===== src/rtl/riscv_pkg.sv =====
// Shared types and constants for the branch resolution / prediction logic.
package riscv_pkg;

  // 2-bit saturating branch counter states.
  typedef enum logic [1:0] {
    SNT = 2'd0,
    WNT = 2'd1,
    WT  = 2'd2,
    ST  = 2'd3
  } cnt_t;

  localparam int unsigned DEFAULT_ENTRIES = 16;

endpackage


===== src/rtl/sat_counter.sv =====
// 2-bit saturating up/down counter with enable and parallel load.
// Reset lands on WNT so a fresh entry leans not-taken.
module sat_counter
  import riscv_pkg::*;
(
  input  logic       i_clk,
  input  logic       i_rst,
  input  logic       i_en,
  input  logic       i_up,
  input  logic       i_load,
  input  logic [1:0] i_load_val,
  output logic [1:0] o_cnt
);

  logic [1:0] r_cnt;

  // Counter state: reset has priority, then load, then saturating step.
  always_ff @(posedge i_clk) begin
    if (i_rst) begin
      r_cnt <= WNT;
    end else if (i_load) begin
      r_cnt <= i_load_val;
    end else if (i_en) begin
      if (i_up && (r_cnt != ST)) begin
        r_cnt <= r_cnt + 2'd1;
      end else if (!i_up && (r_cnt != SNT)) begin
        r_cnt <= r_cnt - 2'd1;
      end
    end
  end

  assign o_cnt = r_cnt;

endmodule


===== src/rtl/branch_resolve.sv =====
// Execute-stage branch resolution with an optional direct-mapped branch
// predictor (tag, target, 2-bit counter per entry).
// Macro BRANCH_PREDICT_EN enables the predictor table; without it the
// block is a static not-taken resolver with no table storage.
module branch_resolve
  import riscv_pkg::*;
#(
  parameter int unsigned WIDTH   = 32,
  parameter int unsigned ENTRIES = DEFAULT_ENTRIES
) (
  input  logic             clk,
  input  logic             rst,
  input  logic [WIDTH-1:0] PCF,
  output logic             PredTakenF,
  output logic [WIDTH-1:0] PredTargetF,
  input  logic [WIDTH-1:0] PCE,
  input  logic             BranchE,
  input  logic             JumpE,
  input  logic             BneE,
  input  logic             EQ,
  input  logic [WIDTH-1:0] PCTargetE,
  input  logic             PredTakenE,
  input  logic [WIDTH-1:0] PredTargetE,
  input  logic             StallE,
  output logic             RedirectE,
  output logic [WIDTH-1:0] RedirectPCE,
  output logic             FlushD,
  output logic             FlushE
);

  logic w_resolve;
  logic w_actual_taken;
  logic w_mispredict;
  logic w_unused;

  assign w_resolve      = (BranchE | JumpE) & ~StallE;
  assign w_actual_taken = JumpE | (BranchE & (EQ ^ BneE));

`ifdef BRANCH_PREDICT_EN
  localparam int unsigned IDX_W = $clog2(ENTRIES);
  localparam int unsigned TAG_W = WIDTH - IDX_W - 2;

  logic [ENTRIES-1:0] r_valid;
  logic [TAG_W-1:0]   r_tag    [ENTRIES];
  logic [WIDTH-1:0]   r_target [ENTRIES];
  logic [1:0]         w_cnt    [ENTRIES];

  logic [IDX_W-1:0] w_idx_f;
  logic [IDX_W-1:0] w_idx_e;
  logic [TAG_W-1:0] w_tag_f;
  logic [TAG_W-1:0] w_tag_e;
  logic             w_hit_e;
  logic             w_alloc;

  assign w_idx_f = PCF[IDX_W+1:2];
  assign w_tag_f = PCF[WIDTH-1:IDX_W+2];
  assign w_idx_e = PCE[IDX_W+1:2];
  assign w_tag_e = PCE[WIDTH-1:IDX_W+2];
  assign w_hit_e = r_valid[w_idx_e] && (r_tag[w_idx_e] == w_tag_e);
  // Only a taken branch claims a missing entry; not-taken misses leave it.
  assign w_alloc = w_resolve & ~w_hit_e & w_actual_taken;

  for (genvar g = 0; g < ENTRIES; g++) begin : g_entry
    logic w_sel;
    assign w_sel = (w_idx_e == IDX_W'(g));
    sat_counter u_cnt (
      .i_clk      (clk),
      .i_rst      (rst),
      .i_en       (w_resolve & w_sel & w_hit_e),
      .i_up       (w_actual_taken),
      .i_load     (w_alloc & w_sel),
      .i_load_val (WT),
      .o_cnt      (w_cnt[g])
    );
  end

  // Table update: allocate on taken miss, refresh target on taken hit.
  always_ff @(posedge clk) begin
    if (rst) begin
      r_valid <= '0;
    end else if (w_alloc) begin
      r_valid[w_idx_e]  <= 1'b1;
      r_tag[w_idx_e]    <= w_tag_e;
      r_target[w_idx_e] <= PCTargetE;
    end else if (w_resolve && w_hit_e && w_actual_taken) begin
      r_target[w_idx_e] <= PCTargetE;
    end
  end

  // Lookup reads registered state only, so same-cycle updates are not seen.
  assign PredTakenF  = r_valid[w_idx_f] & (r_tag[w_idx_f] == w_tag_f) & w_cnt[w_idx_f][1];
  assign PredTargetF = r_target[w_idx_f];

  assign w_mispredict = w_resolve &
                        ((w_actual_taken != PredTakenE) |
                         (w_actual_taken & (PredTargetE != PCTargetE)));

  assign w_unused = ^{PCF[1:0], PCE[1:0]};
`else
  assign PredTakenF   = 1'b0;
  assign PredTargetF  = '0;
  // Static not-taken: any taken control transfer is a redirect.
  assign w_mispredict = w_resolve & w_actual_taken;
  assign w_unused     = ^{clk, rst, PCF, PredTakenE, PredTargetE};
`endif

  assign RedirectE   = w_mispredict;
  assign FlushD      = w_mispredict;
  assign FlushE      = w_mispredict;
  assign RedirectPCE = w_actual_taken ? PCTargetE : (PCE + {{(WIDTH-3){1'b0}}, 3'b100});

endmodule


===== config.mk =====
export PLATFORM = sky130hd
export DESIGN_NAME = branch_resolve
export DESIGN_NICKNAME = d
export VERILOG_FILES = /design/src/rtl/riscv_pkg.sv /design/src/rtl/sat_counter.sv /design/src/rtl/branch_resolve.sv
export SDC_FILE = /design/constraint.sdc
export NUM_CORES = 1
export LEC_CHECK = 0
export ABC_AREA = 1
export CORE_MARGIN = 5
export CORE_UTILIZATION = 26
export DETAILED_ROUTE_END_ITERATION = 12
export PLACE_DENSITY = 0.93
export SLEW_MARGIN = 40
export SYNTH_ARGS = -nofsm -noshare
export SYNTH_HDL_FRONTEND = slang
export SYNTH_HIERARCHICAL = 1
export SYNTH_SLANG_ARGS = --single-unit
export TNS_END_PERCENT = 100

===== constraint.sdc =====
create_clock -name vclk -period 2.2
set_input_delay 0.55 -clock vclk [all_inputs]
set_output_delay 0.55 -clock vclk [all_outputs]
set_load 0.03 [all_outputs]

# --- After elaboration in Yosys (flattened, before gate mapping) ---
# Cells that the tools add are included.
word_totals:
  ff_bits: 0
  latch_bits: 0
  ram_bits: 0
  romBits: 0
  in_bits: 136
  output_inout_bits: 68
  word_cells: 9
  memories: 0
classes:
  addsub: 1
  mul: 0
  div_mod_pow: 0
  magnitude_cmp: 0
  eq_ne: 0
  n_shift: 0
  mux: 1
  n_bitwise: 7
  n_reduce_logical: 0
op_table:
  columns: ["cell", "n"]
  rows:
  - ["32-bit by 3-bit adder with 32-bit output (second input constant)", 1]
  - ["32-bit 2-to-1 mux", 1]
  - ["1-bit AND", 3]
  - ["1-bit bitwise OR", 2]
  - ["1-bit NOT", 1]
  - ["1-bit bitwise XOR", 1]

# --- Longest topological paths before layout ---
# Gate-level depths: netlist of run 1.
logic_depth:
  word_depth: 4
  ltp_mapped: 9

# --- Worst setup path after synthesis of run 1 ---
# Ideal clock, no wire load.
synth_timing:
  kind: "in2out"
  start: "input BneE"
  end: "output FlushE"
  t_arrival_ns: 1.711
  required_time_ns: 1.650
  path_slack_ns: -0.061
  stages: 5
  path_buffers: 2
  path_cell_list: "or2_1 > a31oi_4 > buf_4 > nor2_1 > buf_4"
synth_between:
  elab_chain_cells: 4
synth_rtl:
  columns: ["element", "line", "text"]
  rows:
  - ["from (decl)", "branch_resolve.sv:19", "input logic BneE,"]
  - ["1-bit bitwise XOR", "branch_resolve.sv:37", "assign w_actual_taken = JumpE | (BranchE & (EQ ^ BneE));"]
  - ["1-bit AND", "branch_resolve.sv:37", null]
  - ["1-bit bitwise OR", "branch_resolve.sv:37", null]
  - ["1-bit AND", "branch_resolve.sv:103", "assign w_mispredict = w_resolve & w_actual_taken;"]
  - ["to (decl)", "branch_resolve.sv:28", "output logic FlushE"]
# No other way between the ends.

# --- Worst setup path in the final report of run 1 ---
layout_timing:
  start: "input EQ"
  end: "output RedirectPCE[12]"
layout_between:
  elab_chain_cells: 4
layout_rtl:
  columns: ["element", "line", "text"]
  rows:
  - ["from (decl)", "branch_resolve.sv:20", "input logic EQ,"]
  - ["1-bit bitwise XOR", "branch_resolve.sv:37", null]
  - ["1-bit AND", "branch_resolve.sv:37", null]
  - ["1-bit bitwise OR", "branch_resolve.sv:37", null]
  - ["32-bit 2-to-1 mux", "branch_resolve.sv:110", "assign RedirectPCE = w_actual_taken ? PCTargetE : (PCE + {{(WIDTH-3){1'b0}}, 3'b100});"]
  - ["to (decl)", "branch_resolve.sv:26", "output logic [WIDTH-1:0] RedirectPCE,"]
# No other way between the ends.

==> results of run 1 <==
where the power goes:
part / total, W / leakage [nW] / internal, W / switching [W]
clock network: 0 / 0 / 0 / 0
logic: 0.000848 / 1.72 / 0.000392 / 0.000456
registers: 0 / 0 / 0 / 0
total: 0.000848 / 1.72 / 0.000392 / 0.000456
critical path, stage by stage:
cell	delay [ns]
buf_6	0.09
or2_4	0.24
a31oi_4	0.18
buf_12	0.14
buf_12	0.11
buf_6	0.11
nand2_4	0.04
o21ai_2	0.14
buf_6	0.15
placed cells by master, fill, tap and decap left out:
master / n
nand2_1: 93
buf_6: 52
buf_4: 49
clkdlybuf4s50_1: 36
nand2_2: 35
conb_1: 33
nand3_1: 24
inv_1: 22
nor2_4: 15
nor2_2: 14
nor2_1: 11
nand2_4: 9
dlygate4sd2_1: 9
buf_2: 9
buf_12: 8
o21ai_2: 6
clkbuf_2: 6
nand3_4: 5
nand3_2: 4
o21bai_1: 4
xor2_1: 4
or2_4: 3
and2_1: 3
o21ai_4: 3
inv_2: 2
xor2_2: 2
xnor2_1: 2
clkdlybuf4s15_1: 2
buf_8: 2
nand2_8: 1
a31oi_4: 1
inv_4: 1
nand4_1: 1
ha_4: 1
clkdlybuf4s15_2: 1
area by class of cell:
class / count / area share
inverter: 25 / 0.0271
tap: 75 / 0.0264
multi-input combinational: 274 / 0.471
timing repair buffer: 174 / 0.476
cells by family (layout without fill, tap and decap cells):
kind of cell	count (synthesis)	in the layout	synth area share
other	1	33	0.00245
adders and majority gates	1	1	0.00818
AOI/OAI and AO/OA	14	14	0.0827
and+or+nand+nor	218	218	0.597
buffers and inverters	66	199	0.264
xor gates and xnor gates	8	8	0.0458
layer usage:
metal	global-route usage	routed length [µm]	up-vias
li1	-	-	1212
met1	0.201	2680	1074
met2	0.324	3520	100
met3	0.0219	592	2
met4	0.0127	15	0
met5	0	0	-
what timing repair did:
action,in CTS,in global routing
endpoints found under the setup margin,35,34
gates resized for setup,253,49
buffers inserted,12,2
pin swaps,52,29
path summary, 6_finish.rpt:
path	start	endpoint	slack (ns)	cells past startpoint
max	EQ	RedirectPCE[12]	-0.11	9
min	PCE[2]	RedirectPCE[2]	1.48	4
through the flow:
step,hold slack (ns),power [W],TNS [ns],cell area [µm²]
4_1_cts,1.48,0.000819,-2.64,3430
6_report,1.48,0.000848,-1.91,3550
2_1_floorplan,1.17,0.000394,0,1660
3_5_place_dp,1.76,0.000699,-20.59,2880
3_3_place_gp,1.75,0.000692,-19.21,2880
5_1_grt,1.50,0.000897,-3.52,3550
==> reports/results.ini, run 1 <==
[outcome]
status=finished with violations
violations=negative setup slack

[critical_path]
crit_required_ns=1.65
startpoint_type=input port
arrival_ns=1.76
cp_max_fo=4
endpoint_kind=output pin
critPathKind=input port to output pin

[logic_synthesis]
synth_area_um2=1530
netlist_top_cells_area=nand2_1 (34%), buf_4 (18%), nand3_1 (11%)
yosys-top-cells-count=nand2_1 (137), buf_4 (37), nand3_1 (33), nor2_1 (33), inv_1 (24)
synth.yosys.warnings=6
synthCells=308
syn_area_per_cell_um2=4.96
synth_top_area_cell=nand2_1
synthDominantCellAreaShare=0.336
synth_most_common_cell=nand2_1
synth.distinct_cells=23
ys_seq_area_frac=0

[floorplanning]
core_um2=5820
rows=28
io_pins=204
initial_core_util=0.263
die_y_um=86.7
die_x_um=86.7
die-area_um2=7510

[routing]
post_drt_wl_per_cell_um=12.4
first_pass_iters=4
viasPerCell=4.36
first_iter_violations=66
dr_total_vias=2388
ant_nets=0
drc=0
wl_mm=6.80

[sta]
report.final.slew_viol_count=0
setup_slack_ns=-0.106
fin_crit_ns=2.31
final_hold_viol_count=0
fin_crit_sh=1.05
setup_viol=34
rsz0062_at_grt=yes
fmax_mhz=434

[final_layout]
multi_input_area_um2=1670
fill_cells=513
drive_above_1_share=0.484
final_util=0.611
final_cells=548
area_delta_synth_final_pct=132
final_nets=612
seq_cells=0
clkbuf_count=0
seq_area_um2=0
n_antenna_cell=0

[placed_design]
portBuffers=104
hpwl_mm=5.53
placed_cells=534
placement.setup.worst_slack_ns=-0.782
gp_congestion=0.837

[pwr]
powerDensity_nw_per_um2=239
ir_worst_vdd_mv=0.179
leakage_nw=1.72

[grt]
grt_first_pass_wirelength_mm=10.4
track_usage=0.167
grt_max_degree=14
antenna_found_initial=0
grt_pass1_vias=2379
overflow=0

[hold_path]
hold_class=input port to output pin

[flow_run]
max-cap-violations=0

[clock_tree]
ctsHoldBuffers=0

Power figures use the tool's default switching activity.
==> run 2, diff against run 1 <==
--- a/config.mk
+++ b/config.mk
@@ -6,9 +6,11 @@
 export NUM_CORES = 1
 export LEC_CHECK = 0
 export ABC_AREA = 1
+export ABC_CLOCK_PERIOD_IN_PS = 2200
 export CORE_MARGIN = 5
 export CORE_UTILIZATION = 26
 export DETAILED_ROUTE_END_ITERATION = 12
+export GPL_TIMING_DRIVEN = 0
 export PLACE_DENSITY = 0.93
 export SLEW_MARGIN = 40
 export SYNTH_ARGS = -nofsm -noshare
==> run 2 against run 1 <==
Compared with the run above: cell count decreased by 1.8%; combinational power increased by 0.9%; critical endpoint is now RedirectPCE[30]; count of clock-buffer cells in the layout unchanged; die area unchanged; first-iteration DRC count increased by 39%; the run still ends with negative setup slack left; largest power group unchanged; maximum frequency increased by 0.58%.
==> reports/results.ini, run 2 (synthesized netlist as in run 1, its figures left out) <==
[outcome]
status=finished with violations
violations=negative setup slack

[final_layout]
n_antenna_cell=0  ; unchanged
seq_area_um2=0  ; unchanged
drive_above_1_share=0.479  ; -0.00466
area_delta_synth_final_pct=129
final_nets=602  ; -1.6%
fill_cells=549  ; +7.0%
clkbuf_count=0  ; unchanged
layout_commonest_cell=nand2_1
final_util=0.603  ; -0.00753
multi_input_area_um2=1700  ; +1.4%
seq_cells=0  ; unchanged
layout_common_cells=nand2_1 (96), buf_4 (44), buf_6 (41)
stdcell_area_um2=3510  ; -1.2%

[hold_path]
hold_class=input port to output pin
whs_endpoint=RedirectPCE[2]
hp-start=PCE[2]
holdPathStages=4  ; unchanged

[pwr]
power_frac_seq=0  ; unchanged
p_int_w=0.000388  ; -0.86%
ir_worst_vdd_mv=0.135  ; -24%
powerDensity_nw_per_um2=244  ; +2.2%
leakage_nw=1.73  ; +0.38%
p_clk_frac=0  ; unchanged
switching_share=0.546  ; +0.00824
power.switching_w=0.000467  ; +2.5%
pwr-share-comb=1.000  ; about the same

[routing]
first_pass_iters=4  ; unchanged
dr_total_vias=2398  ; +0.42%
viasPerCell=4.46  ; +2.3%
ant_nets=0  ; unchanged
wl_met3_um=750  ; +27%
top_layer=met4
post_drt_wl_per_cell_um=13.7  ; +10%
first_iter_violations=92  ; +39%
drc=0  ; unchanged
met2_length_mm=3.63  ; +3.3%
wl_mm=7.37  ; +8.3%
wirelength_met1_mm=2.86  ; +7.0%

[critical_path]
worstPathCellList=buf_6 > or2_4 > a31oi_4 > buf_12 > buf_12 > buf_8 > buf_6 > nand3_2 > nand2_2 > buf_6
slowest_delay_ns=0.24  ; about the same
slowest_stage=or2_4
endpoint_kind=output pin
startpoint_type=input port
critPathKind=input port to output pin
cp_max_fo=6  ; +2
arrival_ns=1.74  ; -0.02 ns
crit_required_ns=1.65  ; about the same
cpMostUsedCell=buf_6

[placed_design]
portBuffers=104  ; unchanged
placement.setup.worst_slack_ns=-1.21  ; -0.428 ns
hpwl_mm=5.37  ; -3.0%
gp_congestion=0.920  ; +9.9%
dpl_cell_area_um2=2790  ; -3.0%

[floorplanning]
io_pins=204  ; unchanged
die-area_um2=7510  ; unchanged
rows=28  ; unchanged
initial_core_util=0.263  ; unchanged
die_y_um=86.7  ; unchanged
die_x_um=86.7  ; unchanged
core_um2=5820  ; unchanged

[flow_run]
max-cap-violations=0  ; unchanged

[grt]
grt_pass1_vias=2389  ; +0.42%
grt_first_pass_wirelength_mm=11.0  ; +6.1%
grt_max_degree=11  ; -3
overflow=0  ; unchanged
track_usage=0.178  ; +0.0107
antenna_found_initial=0  ; unchanged

[sta]
fmax_mhz=436  ; +0.58%
setup_slack_ns=-0.0926  ; +0.0133 ns
fin_crit_sh=1.04  ; -0.00604
report.final.slew_viol_count=0  ; unchanged
fin_crit_ns=2.29  ; -0.0133 ns
final_hold_viol_count=0  ; unchanged
setup_viol=33  ; -2.9%
rsz0062_at_grt=yes
holdWs_ns=1.47  ; -0.00415 ns

[clock_tree]
ctsHoldBuffers=0  ; unchanged

## run 2: worst max-delay path, delay by kind of cell
kind / cells / cell delay, ns
compound gates: 1 / 0.15
buf+inv: 6 / 0.67
simple gates: 3 / 0.36
## run 2: power by group through the flow
stage / clock (W) / combinational, W / sequential (W)
finish: 0 / 0.000856 / 0
global route: 0 / 0.000907 / 0
CTS: 0 / 0.000797 / 0
detailed placement: 0 / 0.000690 / 0
global placement: 0 / 0.000685 / 0
floorplan: 0 / 0.000394 / 0
## run 2: worst max-delay path by stage
stage,cells past startpoint,endpoint,slack (ns),start
finish,10,RedirectPCE[30],-0.09,BneE
global route,10,RedirectPCE[28],-0.17,PCE[21]
CTS,10,RedirectPCE[30],-0.13,EQ
detailed placement,10,RedirectPCE[16],-1.21,PCE[2]
global placement,10,RedirectPCE[16],-1.16,PCE[2]
floorplan,9,RedirectPCE[22],0.06,PCE[2]
## run 2: per-stage QoR
| stage | power, W | std cells | TNS, ns |
|---|---|---|---|
| after floorplan | 0.000394 | 340 | 0 |
| after global placement | 0.000685 | 519 | -34.50 |
| after detailed placement | 0.000690 | 519 | -35.23 |
| after CTS | 0.000797 | 533 | -1.49 |
| after global routing | 0.000907 | 538 | -3.01 |
| final | 0.000856 | 538 | -1.21 |
## run 2: timing repair
item	4_1_cts	5_1_grt
setup buffers	12	3
gates resized for setup	429	64
setup endpoints to repair	35	35
cloned	2	2
pin swaps	35	22
## run 2: per-layer routing
metal | track usage | vias to the layer above
met3 | 0.0418 | 10
met2 | 0.328 | 112
met4 | 0.0354 | 0
met5 | 0 | -
li1 | - | 1193
met1 | 0.208 | 1083
## run 2: layout make-up
cell class	instances	share of cell area
buffer	41	0.103
inverter	25	0.0282
multi-input combinational	274	0.484
tap	75	0.0267
timing repair buffer	123	0.358
==> run 3, diff against run 2 <==
--- a/config.mk
+++ b/config.mk
@@ -12,6 +12,7 @@
 export DETAILED_ROUTE_END_ITERATION = 12
 export GPL_TIMING_DRIVEN = 0
 export PLACE_DENSITY = 0.93
+export RECOVER_POWER = 25
 export SLEW_MARGIN = 40
 export SYNTH_ARGS = -nofsm -noshare
 export SYNTH_HDL_FRONTEND = slang
==> results of run 3 <==
The final DEF is identical to that of run 2; final timing and power are the same.
